## src/rtl/float_rounder.sv

```systemverilog
// IEEE-754 single-precision rounder/packer: 2-stage pipeline (S1 denormalize, S2 round/pack).
// Define FPU_SUBNORMAL_EN for gradual underflow; otherwise tiny results flush to signed zero.
module float_rounder (
  input  logic        clk,
  input  logic        reset_n,
  input  logic        valid_in,
  output logic        ready_out,
  output logic        valid_out,
  input  logic        ready_in,
  input  logic [23:0] man_in,
  input  logic [9:0]  exp_in,
  input  logic        sgn_in,
  input  logic        round_bit,
  input  logic        sticky_bit,
  input  logic        IV,
  input  logic        DZ,
  input  logic [2:0]  rm,
  input  logic        skip_round,
  output logic [31:0] float_out,
  output logic [4:0]  fflags
);

  localparam logic [2:0] RM_RTZ = 3'b001;
  localparam logic [2:0] RM_RDN = 3'b010;
  localparam logic [2:0] RM_RUP = 3'b011;
  localparam logic [2:0] RM_RMM = 3'b100;

  // Handshake: a transfer happens on a rising edge where valid && ready are both high;
  // a producer keeps valid and data steady until that edge, and ready never waits on valid.
  logic        s1_valid_q;
  logic [23:0] s1_man_q;
  logic [9:0]  s1_exp_q;
  logic        s1_sgn_q;
  logic        s1_round_q;
  logic        s1_sticky_q;
  logic        s1_tiny_q;
  logic        s1_skip_q;
  logic        s1_iv_q;
  logic        s1_dz_q;
  logic [2:0]  s1_rm_q;

  logic        s2_valid_q;
  logic [31:0] float_q;
  logic [4:0]  fflags_q;

  logic        s2_ready;
  logic        accept;

  logic        tiny_d;
  logic [23:0] s1_man_d;
  logic [9:0]  s1_exp_d;
  logic        s1_round_d;
  logic        s1_sticky_d;

  logic        inexact;
  logic        inc;
  logic [24:0] sum;
  logic [22:0] frac;
  logic [10:0] exp_r;
  logic        overflow;
  logic        ovf_to_inf;
  logic [31:0] float_d;
  logic [4:0]  fflags_d;

  assign s2_ready  = !s2_valid_q || ready_in;
  assign ready_out = reset_n && (!s1_valid_q || s2_ready);
  assign accept    = valid_in && ready_out;
  assign valid_out = s2_valid_q;
  assign float_out = float_q;
  assign fflags    = fflags_q;

`ifdef FPU_SUBNORMAL_EN
  logic [10:0] shift_raw;
  logic [4:0]  shift_amt;
  logic [49:0] shifted;

  // Shift of 1 - exp, saturated at 26 where every mantissa bit has reached sticky.
  always_comb begin
    shift_raw = 11'd1 - {exp_in[9], exp_in};
    shift_amt = (shift_raw > 11'd26) ? 5'd26 : shift_raw[4:0];
    shifted   = {man_in, round_bit, 25'd0} >> shift_amt;
  end
`endif

  // S1: tiny detection on the raw exponent, then optional denormalization.
  always_comb begin
    tiny_d      = exp_in[9] || (exp_in == 10'd0);
    s1_man_d    = man_in;
    s1_exp_d    = exp_in;
    s1_round_d  = round_bit;
    s1_sticky_d = sticky_bit;
`ifdef FPU_SUBNORMAL_EN
    if (tiny_d && !skip_round) begin
      s1_man_d    = shifted[49:26];
      s1_round_d  = shifted[25];
      s1_sticky_d = sticky_bit || (|shifted[24:0]);
      s1_exp_d    = 10'd0;
    end
`endif
  end

  // S2: rounding increment selection.
  always_comb begin
    inexact = s1_round_q || s1_sticky_q;
    case (s1_rm_q)
      RM_RTZ:  inc = 1'b0;
      RM_RDN:  inc = s1_sgn_q && inexact;
      RM_RUP:  inc = !s1_sgn_q && inexact;
      RM_RMM:  inc = s1_round_q;
      default: inc = s1_round_q && (s1_sticky_q || s1_man_q[0]);
    endcase
  end

  // S2: add, renormalize on carry-out, promote a subnormal that rounds into bit 23.
  always_comb begin
    sum = {1'b0, s1_man_q} + {24'd0, inc};
    if (sum[24]) begin
      frac  = sum[23:1];
      exp_r = {1'b0, s1_exp_q} + 11'd1;
    end else begin
      frac  = sum[22:0];
      exp_r = ((s1_exp_q == 10'd0) && sum[23]) ? 11'd1 : {1'b0, s1_exp_q};
    end
    overflow = (exp_r >= 11'd255);
    case (s1_rm_q)
      RM_RTZ:  ovf_to_inf = 1'b0;
      RM_RDN:  ovf_to_inf = s1_sgn_q;
      RM_RUP:  ovf_to_inf = !s1_sgn_q;
      default: ovf_to_inf = 1'b1;
    endcase
  end

  // S2: result and flag selection, fflags = {NV, DZ, OF, UF, NX}.
  always_comb begin
    float_d  = {s1_sgn_q, exp_r[7:0], frac};
    fflags_d = {s1_iv_q, s1_dz_q, 1'b0, s1_tiny_q && inexact, inexact};
    if (s1_skip_q) begin
      float_d  = {s1_sgn_q, s1_exp_q[7:0], s1_man_q[22:0]};
      fflags_d = {s1_iv_q, s1_dz_q, 3'b000};
    end
`ifndef FPU_SUBNORMAL_EN
    else if (s1_tiny_q) begin
      float_d  = {s1_sgn_q, 31'd0};
      fflags_d = {s1_iv_q, s1_dz_q, 3'b011};
    end
`endif
    else if (overflow) begin
      float_d  = ovf_to_inf ? {s1_sgn_q, 8'hFF, 23'd0} : {s1_sgn_q, 8'hFE, 23'h7FFFFF};
      fflags_d = {s1_iv_q, s1_dz_q, 1'b1, s1_tiny_q, 1'b1};
    end
  end

  always_ff @(posedge clk) begin
    if (!reset_n) begin
      s1_valid_q  <= 1'b0;
      s1_man_q    <= 24'd0;
      s1_exp_q    <= 10'd0;
      s1_sgn_q    <= 1'b0;
      s1_round_q  <= 1'b0;
      s1_sticky_q <= 1'b0;
      s1_tiny_q   <= 1'b0;
      s1_skip_q   <= 1'b0;
      s1_iv_q     <= 1'b0;
      s1_dz_q     <= 1'b0;
      s1_rm_q     <= 3'd0;
      s2_valid_q  <= 1'b0;
      float_q     <= 32'd0;
      fflags_q    <= 5'd0;
    end else begin
      if (ready_out) begin
        s1_valid_q <= valid_in;
      end
      if (accept) begin
        s1_man_q    <= s1_man_d;
        s1_exp_q    <= s1_exp_d;
        s1_sgn_q    <= sgn_in;
        s1_round_q  <= s1_round_d;
        s1_sticky_q <= s1_sticky_d;
        s1_tiny_q   <= tiny_d;
        s1_skip_q   <= skip_round;
        s1_iv_q     <= IV;
        s1_dz_q     <= DZ;
        s1_rm_q     <= rm;
      end
      if (s2_ready) begin
        s2_valid_q <= s1_valid_q;
        if (s1_valid_q) begin
          float_q  <= float_d;
          fflags_q <= fflags_d;
        end
      end
    end
  end

endmodule
```

## config.mk

```make
export PLATFORM = sky130hd
export DESIGN_NAME = float_rounder
export DESIGN_NICKNAME = d
export VERILOG_FILES = /design/src/rtl/float_rounder.sv
export SDC_FILE = /design/constraint.sdc
export NUM_CORES = 1
export LEC_CHECK = 0
export BUFFER_PORTS_ARGS = -buffer_cell sky130_fd_sc_hd__clkbuf_2
export CAP_MARGIN = 15
export CORE_ASPECT_RATIO = 1.5
export CORE_MARGIN = 2
export CORE_UTILIZATION = 40
export CTS_CLUSTER_DIAMETER = 40
export DETAILED_ROUTE_END_ITERATION = 7
export SYNTH_ARGS = -nofsm -noshare
export SYNTH_HDL_FRONTEND = slang
export SYNTH_SLANG_ARGS = --single-unit
```

## constraint.sdc

```tcl
create_clock -name clk -period 6.1 [get_ports clk]
set_clock_uncertainty 0.1 [all_clocks]
set_input_delay 1.22 -clock clk [delete_from_list [all_inputs] [get_ports clk]]
set_output_delay 1.22 -clock clk [all_outputs]
set_load 0.02 [all_outputs]
```

Word-level counts from Yosys, hierarchy flattened
Cells that the tools add are included.
- word-level logic and storage cells: 51
- register bits: 83
- bits of input ports: 47
- output and inout bits: 39
- $add $sub $neg: 2
- $lt $le $gt $ge: 1
- multiplexer cells: 12
- eq/ne operators: 4
- reductions and logical operators: 18
- operators by type and width (kind ; count):
    2-to-1 mux 31 bit ; 3
    adder 24 x 1 -> 25 bit ; 1
    2-to-1 mux 24 bit ; 1
    2-to-1 mux 23 bit ; 1
    zero test 10 bit ; 2
    adder 10 x 1 -> 11 bit, second input constant ; 1
    greater-or-equal comparator 11 x 8 -> 1 bit, second input constant ; 1
    2-to-1 mux 11 bit ; 1
    2-to-1 mux 10 bit ; 1
    2-to-1 mux 3 bit ; 3
    logical AND 1 bit ; 7
    equality test 3 x 2 -> 1 bit, second input constant ; 2
    logical OR 1 bit ; 5
    one-hot mux 1 bit (4 select lines) ; 1
    equality test 3 x 1 -> 1 bit, second input constant ; 1
    equality test 3 bit, second input constant ; 1
    zero test 1 bit ; 3
    one-hot mux 1 bit (3 select lines) ; 1
    AND reduction 2 bit ; 1

Depth between registers and ports, before layout
Gate-level depths: netlist of the first run.
- depth in word-level cells: 11
- gate-level depth with buffers: 18
- gate-level depth less buffers: 16

Worst setup path before layout of the first run
Ideal clock, no wire load.
- path kind: register to register
- start: reg s1_rm_q[2]
- end: reg float_q[20] (netlist: float_out[20])
- setup time: 0.130 ns
- setup slack: 2.137 ns
- clock period less this slack: 3.963 ns
- required time: 5.870 ns
- stages on the path, launching flop included: 18
- path buffers: 1
- data arrival time: 3.733 ns
- cells stage by stage: dfxtp_1 > nand2b_1 > nor2_1 > a211o_1 > a21bo_2 > o211ai_1 > ha_1 > ha_1 > nand4_1 > or4_4 > nor4_1 > mux2i_1 > or2b_2 > a31oi_2 > o21ai_0 > buf_2 > o22ai_1 > a21oi_1
- longest elaborated chain between the ends: 10
- ends and longest elaborated chain (item ; RTL line ; text):
    start: declaration ; 40 ; logic [2:0] s1_rm_q;
    start signal: assignment ; 183 ; s1_rm_q <= rm;
    equality test 3 bit (tied with other cells) ; 105 ; case (s1_rm_q)
    one-hot mux 1 bit (4 select lines) ; 105 ;
    adder 24 x 1 -> 25 bit ; 116 ; sum = {1'b0, s1_man_q} + {24'd0, inc};
    logical AND 1 bit ; 122 ; exp_r = ((s1_exp_q == 10'd0) && sum[23]) ? 11'd1 : {1'b0, s1_exp_q};
    2-to-1 mux 10 bit ; 122 ;
    2-to-1 mux 11 bit ; 117 ; if (sum[24]) begin
    greater-or-equal comparator 11 x 8 -> 1 bit ; 124 ; overflow = (exp_r >= 11'd255);
    2-to-1 mux 31 bit * ; 147 ; else if (overflow) begin
    2-to-1 mux 31 bit * ; 142 ; else if (s1_tiny_q) begin
    2-to-1 mux 31 bit * ; 137 ; if (s1_skip_q) begin
    end signal: assignment ; 188 ; float_q <= float_d;
    end: declaration ; 43 ; logic [31:0] float_q;
Mark *: on every way between the ends. The rest lies on a longest branch, timed or not.
A chain may end at the register's enable or synchronous reset.

Worst setup path in the final report of the first run
- start: reg s1_rm_q[2]
- end: reg float_q[4] (netlist: float_out[4])
The elaborated chain is that of the path after synthesis.

==> results.sh, run 1 <==
export IMPL_netlist_area_leader_share_pct=38.75
export IMPL_io_buffers=85
export IMPL_min_period_ns=4.749
export IMPL_synth_compound_area_share_pct=17.33
export IMPL_maxSlewViolCount=0
export IMPL_crit_required_ns=6.21
export IMPL_syn2layout_area_growth_pct=19.05
export IMPL_vias_per_cell=5.539
export IMPL_synth_seq_area_share_pct=38.75
export IMPL_synth_ff_type="dfxtp_1"
export IMPL_antenna_found_initial=0
export IMPL_ys_top_cells_by_area="dfxtp_1, nand2_1, nand3_1, a21oi_1, o21ai_0"
export IMPL_final_util_pct=48.47
export IMPL_synth_avg_cell_area_um2=7.444
export IMPL_rows=46
export IMPL_cts_sinks=83
export IMPL_wire_per_inst_um=16.33
export IMPL_postCtsHoldBufs=0
export IMPL_synth_xor_area_share_pct=4.289
export IMPL_layout_common_cells="nand2_1, clkbuf_2, dfxtp_1"
export IMPL_synth_simple_area_share_pct=33.15
export IMPL_insertion_delay_ns=0.34
export IMPL_rsz0062_at_grt="false"
export IMPL_outcome="complete, no violations"
export IMPL_placed_cells=769
export IMPL_die_w_um=88.54
export IMPL_syn_nets=627
export IMPL_ios=86
export IMPL_cp_start_kind="flop"
export IMPL_fmax_mhz=210.6
export IMPL_ctsResizeCount=0
export IMPL_grt_use_total_pct=23.17
export IMPL_post_cts_setup_buffers=0
export IMPL_pwr_share_seq_pct=44.2
export IMPL_die_y_um=130.8
export IMPL_n_antenna_cell=0
export IMPL_grt_pass1_wl_mm=20.45
export IMPL_seqCellArea_um2=1662
export IMPL_drive_above_1_share_pct=18.54
export IMPL_end_kind="flop"
export IMPL_p_sw_share_pct=27.01
export IMPL_multiInputGateArea_um2=2421
export IMPL_grt_overflow_total=0
export IMPL_synth_mux_area_share_pct=0.4669
export IMPL_clk_path_buf_depth=2
export IMPL_grt_pass1_vias=4097
export IMPL_antenna_left=0
export IMPL_finalCritPeriodShare_pct=77.85
export IMPL_fin_nets=688
export IMPL_synth_distinct_cells=53
export IMPL_p_leak_nw=2.243
export IMPL_netlist_instances=576
export IMPL_initial_utilization_pct=40.71
export IMPL_drtIter0Drc=233
export IMPL_synth_seq_cells=83
export IMPL_clkPwrFrac_pct=42.3
export IMPL_p_switching_mw=0.3815
export IMPL_dpl_hpwl_mm=9.010
export IMPL_layout_commonest_cell="nand2_1"
export IMPL_firstDrtPassIters=5
export IMPL_finalNonFillerCells=786
export IMPL_critPathMaxFanout=13
export IMPL_yosysWarnings=0
export IMPL_root_buffer="clkbuf_16"
export IMPL_setup_tns_ns=0
export IMPL_crit_type="flop to flop"
export IMPL_async_flop_share_pct=0
export IMPL_cts_tree="built"
export IMPL_synth_area_um2=4288
export IMPL_fill_cells=1085
export IMPL_power_frac_comb_pct=13.5
export IMPL_slew_headroom_pct=30.43
export IMPL_synth_adder_area_share_pct=1.167
export IMPL_setup_viol=0
export IMPL_htree_levels=3
export IMPL_finalHoldViolations=0
export IMPL_power_density_nw_per_um2=276.7
export IMPL_p_int_mw=1.031
export IMPL_synth_edf_count=0
export IMPL_ir_worst_vdd_v=0.0001201
export IMPL_worstMarginPinSlew_ns=1.034
export IMPL_grt_max_degree=72
export IMPL_num_vias=4354
export IMPL_place_congestion=0.8664
export IMPL_cts_reportedPaths_clkPinSlew_ns=0.06
export IMPL_maxCapViolations=0
export IMPL_hold_class="flop to flop"
export IMPL_coreArea_um2=10530
export IMPL_die_area_um2=11580
export IMPL_finalWirelength_mm=12.84
export IMPL_worst_ep_arrival_time_ns=4.86
export IMPL_synth_top_family_by_area="simple AND/OR/NAND/NOR gates"
export IMPL_cts_buffers=9
export IMPL_synth_area_leader_cell="dfxtp_1"
export IMPL_drc=0
==> stage by stage <==
step	total power [mW]	instance area, µm²	hold slack, ns	worst slack, ns
floorplan	0.7538	4288	0.3343	2.137
global placement	0.8213	4771	0.3443	1.471
detailed placement	0.8255	4771	0.3616	1.251
CTS	1.426	5100	0.3721	1.220
global route	1.481	5105	0.3881	1.031
finish	1.413	5105	0.3679	1.351
==> area by class of cell <==
cell class | instances | share of cell area, %
multi-input cells | 443 | 47.43
flip-flops and latches | 83 | 32.55
repair buffers | 94 | 9.608
clock buffers | 12 | 5.025
well taps | 144 | 3.529
clock inverters | 4 | 1.422
inverters | 6 | 0.4412
==> cells in the mapped netlist, drive strengths merged (6+ instances only) <==
master,instances
buf,11
nand2,137
nor4,6
and3,15
o22ai,9
o21ai,27
xor2,9
nand3,65
nand4,8
a31oi,9
clkbuf,33
a211oi,6
nor2,25
xnor2,12
a21oi,31
o211ai,9
nor3,13
dfxtp,83
and2,9
nor2b,6
==> worst max-delay path, stage by stage, from the launching register on <==
cell      delay, ns
dfxtp_1        0.43
nand2b_1       0.17
nor2_1         0.06
a211o_1        0.24
a21bo_2        0.20
o211ai_1       0.10
ha_1           0.24
ha_1           0.26
nand4_1        0.18
or4_4          0.57
nor4_1         0.33
mux2i_1        0.26
or2b_2         0.34
a31oi_2        0.14
buf_4          0.21
o21ai_0        0.25
buf_2          0.25
o22ai_1        0.18
a21oi_1        0.09
==> registers in the layout (all words and copies together), names as in the netlist <==
register     count
fflags           5
float_out       32
s1_dz_q          1
s1_exp_q        10
s1_iv_q          1
s1_man_q        24
s1_rm_q          3
s1_round_q       1
s1_sgn_q         1
s1_skip_q        1
s1_sticky_q      1
s1_tiny_q        1
s1_valid_q       1
valid_out        1
==> metal layers <==
metal | up-vias | wire (µm) | part of all wire [%] | track usage (%)
met5 | - | 0 | 0 | 0
met4 | 0 | 257 | 2.0 | 9.447
met3 | 23 | 596 | 4.6 | 4.899
met2 | 131 | 6876 | 54 | 40.96
met1 | 2060 | 5105 | 40 | 26.81
li1 | 2140 | - | - | -
==> logic make-up after synthesis <==
group	count (synthesis)
adder cells (fa/ha/maj)	4
multiplexers	2
buffers and inverters	50
XOR/XNOR	21
flip-flops	83
AND/OR/NAND/NOR	298
AO/OA/AOI/OAI	118
==> worst paths after layout <==
path / depth (start not counted) / endpoint / startpoint / slack [ns]
worst max-delay path: 18 / float_out[4] / s1_rm_q[2] / 1.35
worst min-delay path: 2 / s1_dz_q / s1_dz_q / 0.37
worst max register to register: 18 / float_out[4] / s1_rm_q[2] / 1.35
worst min register to register: 2 / s1_dz_q / s1_dz_q / 0.37
==> power groups by stage <==
stage / logic, mW / registers [mW] / clock network (mW)
floorplan: 0.122 / 0.632 / 0
global placement: 0.187 / 0.634 / 0
detailed placement: 0.190 / 0.635 / 0
CTS: 0.192 / 0.623 / 0.611
global route: 0.213 / 0.629 / 0.639
finish: 0.191 / 0.624 / 0.598
No activity file was read; power rests on OpenSTA's default activity.
==> inputs of run 2 (changes only) <==
Clock period 6.1 ns to 4.8 ns, I/O delays scaled along.
==> run 2 against run 1 <==
First-iteration DRC count down 4.3%. Critical path type unchanged. Combinational power is 32% higher. Total power grew 28%. Global-route usage up 0.18 points. Critical path depth fell by 1. Sequential share of layout area fell by 0.49 points. Clock power grew 27%. Utilization up 0.74 points. Fmax increased by 7.5%. Clock-buffer cell count shrank 2.
==> results.sh, run 2 (synthesis gave the netlist of run 1 again) <==
export IMPL_maxCapViolations=0
export IMPL_io_buffers=85
export IMPL_root_buffer="clkbuf_16"
export IMPL_rows=46
export IMPL_ios=86
export IMPL_n_antenna_cell=0
export IMPL_p_leak_nw=2.288
export IMPL_dpl_hpwl_mm=9.051
export IMPL_clk_path_buf_depth=2
export IMPL_setup_viol=0
export IMPL_ir_worst_vdd_v=0.0001998
export IMPL_cts_tree="built"
export IMPL_crit_type="flop to flop"
export IMPL_cts_reportedPaths_clkPinSlew_ns=0.06
export IMPL_antenna_found_initial=0
export IMPL_p_sw_share_pct=27.82
export IMPL_placed_cells=775
export IMPL_hold_path_cell_count=2
export IMPL_syn2layout_area_growth_pct=20.86
export IMPL_use_met2_pct=41.04
export IMPL_largest_reg_flops=32
export IMPL_end_kind="flop"
export IMPL_drc=0
export IMPL_drive_above_1_share_pct=19.72
export IMPL_grt_busiest_layer="met2"
export IMPL_p_int_mw=1.303
export IMPL_rsz0062_at_grt="false"
export IMPL_layout_commonest_cell="nand2_1"
export IMPL_insertion_delay_ns=0.34
export IMPL_dpl_cell_area_um2=4816
export IMPL_num_vias=4337
export IMPL_power_frac_comb_pct=14.0
export IMPL_htree_levels=3
export IMPL_firstDrtPassIters=5
export IMPL_setup_tns_ns=0
export IMPL_antenna_left=0
export IMPL_power_density_nw_per_um2=348.3
export IMPL_grt_use_total_pct=23.34
export IMPL_fmax_mhz=226.4
export IMPL_multiInputGateArea_um2=2439
export IMPL_clkPwrFrac_pct=42.2
export IMPL_crit_required_ns=4.92
export IMPL_postCtsHoldBufs=0
export IMPL_p_switching_mw=0.5021
export IMPL_pwr_share_seq_pct=43.8
export IMPL_outcome="complete, no violations"
export IMPL_coreArea_um2=10530
export IMPL_finalCritPeriodShare_pct=92.01
export IMPL_wire_per_inst_um=16.39
export IMPL_hold_class="flop to flop"
export IMPL_slew_headroom_pct=51.33
export IMPL_grt_use_met1_pct=28.07
export IMPL_grt_overflow_total=0
export IMPL_cts_sinks=83
export IMPL_worstMarginPinSlew_ns=0.7301
export IMPL_critPathMaxFanout=11
export IMPL_layout_common_cells="nand2_1, clkbuf_2, dfxtp_1"
export IMPL_fill_cells=1064
export IMPL_cp_start_kind="flop"
export IMPL_die_w_um=88.54
export IMPL_finalHoldViolations=0
export IMPL_worst_ep_arrival_time_ns=4.54
export IMPL_grt_util_met3_pct=3.015
export IMPL_grt_pass1_vias=4023
export IMPL_grt_max_degree=71
export IMPL_drtIter0Drc=223
export IMPL_reg2regPathDepth=17
export IMPL_maxSlewViolCount=0
export IMPL_place_congestion=0.8792
export IMPL_vias_per_cell=5.469
export IMPL_die_area_um2=11580
export IMPL_fin_nets=695
export IMPL_initial_utilization_pct=40.71
export IMPL_final_cell_area_um2=5182
export IMPL_finalNonFillerCells=793
export IMPL_seqCellArea_um2=1662
export IMPL_die_y_um=130.8
export IMPL_grt_pass1_wl_mm=20.94
export IMPL_cts_buffers=9
export IMPL_min_period_ns=4.416
export IMPL_finalWirelength_mm=13.00
run 2: cell types whose count changed in the layout (fill, tap and decap cells not counted), sizes merged:
| cell | before | now |
|---|---|---|
| inv | 5 | 6 |
| buf | 9 | 16 |
| clkinvlp | 1 | 0 |
| clkinv | 2 | 4 |
| clkbuf | 97 | 95 |
run 2: final cells by class:
type / instances / area share, %
Inverter: 6 / 0.4346
Multi-Input combinational cell: 443 / 47.05
Sequential cell: 83 / 32.06
Clock inverter: 6 / 1.690
Clock buffer: 10 / 4.611
Timing Repair Buffer: 101 / 10.67
Tap cell: 144 / 3.477
run 2: repair_timing:
action / 4_1_cts / 5_1_grt
endpoints found under the setup margin: 0 / 24
buffers inserted: 0 / 1
gates resized for setup: 0 / 3
run 2: through the flow:
step	worst slack, ns	util (%)	power [mW]	hold WS [ns]
after floorplan	0.8375	-	0.9580	0.3343
after global placement	0.3215	45.72	1.047	0.3446
after detailed placement	0.1444	45.72	1.052	0.3475
after CTS	0.1244	48.82	1.808	0.3575
after global routing	0.05833	49.20	1.884	0.3783
final	0.3836	49.20	1.805	0.3584
run 2: power by group through the flow:
stage	Combinational, mW	Sequential, mW	Clock [mW]
6_report	0.253	0.790	0.762
5_1_grt	0.281	0.796	0.806
4_1_cts	0.248	0.789	0.770
3_5_place_dp	0.247	0.805	0
3_3_place_gp	0.243	0.804	0
2_1_floorplan	0.155	0.803	0
run 2: final timing paths:
path / startpoint / endpoint / slack [ns]
max: s1_rm_q[2] / float_out[6] / 0.38
max reg2reg: s1_rm_q[2] / float_out[6] / 0.38
min: s1_iv_q / s1_iv_q / 0.36
min reg2reg: s1_iv_q / s1_iv_q / 0.36
run 2: metal layers:
metal	vias to the layer above	part of all wire, %
met4	0	2.8
li1	2157	-
met2	112	53
met5	-	0
met1	2041	39
met3	27	4.4
run 2: critical path, stage by stage (launching register included):
cell	delay, ns
dfxtp_1	0.41
nand2b_1	0.16
nor2_1	0.07
a211o_1	0.25
a21bo_2	0.20
o211ai_1	0.14
ha_1	0.27
ha_1	0.24
nand4_1	0.17
or4_4	0.56
nor4_1	0.30
mux2i_1	0.25
or2b_2	0.36
a31oi_4	0.23
o21ai_0	0.13
buf_4	0.19
o221ai_1	0.18
a31oi_1	0.10
==> inputs of run 3 (changes only) <==
Settings changed: PLACE_DENSITY set to 0.64.
==> run 3 against run 2 <==
First-iteration DRC count is 35% higher. Hold slack better by 0.0034 ns. Via count is 1.5% higher. Largest cell class unchanged. Highest routed layer unchanged. Worst setup slack worse by 0.035 ns. Critical path type unchanged. Fmax is 0.79% lower. Clock power is 5.2% higher. Clock-buffer cell count is 1 higher. Register-to-register slack worse by 0.04 ns. Final cell count is 0.88% lower. Combinational power hardly changed.
==> results.sh, run 3 (synthesis gave the netlist of run 1 again) <==
export IMPL_finalHoldViolations=0
export IMPL_coreArea_um2=10530
export IMPL_htree_levels=3
export IMPL_p_leak_nw=2.266
export IMPL_firstDrtPassIters=5
export IMPL_end_kind="flop"
export IMPL_place_congestion=0.9116
export IMPL_layout_common_cells="nand2_1, clkbuf_2, dfxtp_1"
export IMPL_insertion_delay_ns=0.34
export IMPL_worstMarginPinSlew_ns=0.9993
export IMPL_ir_worst_vdd_v=0.0002154
export IMPL_rows=46
export IMPL_finalNonFillerCells=786
export IMPL_grt_use_total_pct=23.59
export IMPL_slowest_delay_ns=0.57
export IMPL_io_buffers=85
export IMPL_die_w_um=88.54
export IMPL_num_vias=4401
export IMPL_ctsResizeCount=0
export IMPL_grt_overflow_total=0
export IMPL_die_y_um=130.8
export IMPL_power_density_nw_per_um2=357.7
export IMPL_cts_reportedPaths_clkPinSlew_ns=0.06
export IMPL_slew_headroom_pct=32.77
export IMPL_cts_sinks=83
export IMPL_crit_type="flop to flop"
export IMPL_worst_ep_arrival_time_ns=4.58
export IMPL_grt_pass1_wl_mm=21.00
export IMPL_slowest_stage="or4_4"
export IMPL_clk_path_buf_depth=2
export IMPL_setup_viol=0
export IMPL_dpl_cell_area_um2=4778
export IMPL_final_cell_area_um2=5165
export IMPL_drive_above_1_share_pct=19.00
export IMPL_vias_per_cell=5.599
export IMPL_antenna_left=0
export IMPL_grt_max_degree=71
export IMPL_cts_tree="built"
export IMPL_drc=0
export IMPL_dpl_hpwl_mm=9.368
export IMPL_layout_commonest_cell="nand2_1"
export IMPL_root_buffer="clkbuf_16"
export IMPL_hold_path_cell_count=2
export IMPL_fin_ws_ns=0.3485
export IMPL_crit_required_ns=4.93
export IMPL_drtIter0Drc=301
export IMPL_rsz0062_at_grt="false"
export IMPL_cp_start_kind="flop"
export IMPL_fmax_mhz=224.6
export IMPL_syn2layout_area_growth_pct=20.46
export IMPL_initial_utilization_pct=40.71
export IMPL_finalWirelength_mm=13.17
export IMPL_min_period_ns=4.452
export IMPL_postCtsHoldBufs=0
export IMPL_finalCritPeriodShare_pct=92.74
export IMPL_outcome="complete, no violations"
export IMPL_post_cts_setup_buffers=0
export IMPL_ios=86
export IMPL_die_area_um2=11580
export IMPL_crit_chain="nand2b_1, nor2_1, a211o_1, a21bo_2, o211ai_1, ha_1, ha_1, nand4_1, or4_4, nor4_2, mux2i_1, or2b_2, a31oi_4, o21ai_0, buf_4, o21ai_0, a21oi_1"
export IMPL_maxCapViolations=0
export IMPL_antenna_found_initial=0
export IMPL_cts_buffers=9
export IMPL_grt_pass1_vias=4213
export IMPL_hold_class="flop to flop"
export IMPL_fill_cells=1078
export IMPL_largest_reg_flops=32
export IMPL_fin_nets=689
export IMPL_placed_cells=770
export IMPL_wire_per_inst_um=16.75
export IMPL_reg2regPathDepth=17
export IMPL_setup_tns_ns=0
export IMPL_critPathMaxFanout=11
export IMPL_n_antenna_cell=0
export IMPL_maxSlewViolCount=0
export IMPL_place_ws_ns=0.1050
[run 3: power by group]
part	total (mW)	internal, mW	switching, mW
logic	0.252	0.0956	0.156
clock network	0.802	0.521	0.281
registers	0.794	0.735	0.0590
[run 3: area by class of cell]
cell class / instances / area [µm²] / share of cell area, %
clock buffers: 11 / 242.7 / 4.700
clock inverters: 4 / 98.84 / 1.914
inverters: 6 / 22.52 / 0.4360
multi-input cells: 443 / 2439 / 47.21
flip-flops and latches: 83 / 1662 / 32.17
well taps: 144 / 180.2 / 3.488
repair buffers: 95 / 520.5 / 10.08
[run 3: metrics by stage]
step           utilization [%]  power (mW)  hold slack, ns
4_1_cts                  48.61       1.850          0.3622
3_3_place_gp             45.37       1.049          0.3438
2_1_floorplan                -      0.9580          0.3343
3_5_place_dp             45.37       1.053          0.3521
6_report                 49.04       1.848          0.3618
5_1_grt                  49.04       1.920          0.3941
[run 3: final timing paths]
check	end	slack, ns	startpoint
setup / recovery	float_out[8]	0.35	s1_rm_q[2]
hold / removal	s1_dz_q	0.36	s1_dz_q
setup reg to reg	float_out[8]	0.35	s1_rm_q[2]
hold reg to reg	s1_dz_q	0.36	s1_dz_q
[run 3: critical path, delay by kind of cell (launching register included)]
family | cells | cell delay, ns
compound gates | 7 | 1.30
fa+ha+maj | 2 | 0.47
buf+inv | 1 | 0.20
flops | 1 | 0.43
simple gates | 6 | 1.62
mux | 1 | 0.23
[run 3: routing by layer]
layer / vias to the layer above / part of all wire [%] / track usage (%)
met3: 25 / 3.5 / 4.397
li1: 2141 / - / -
met2: 122 / 53 / 41.97
met5: - / 0 / 0
met1: 2113 / 41 / 27.22
met4: 0 / 2.6 / 10.07
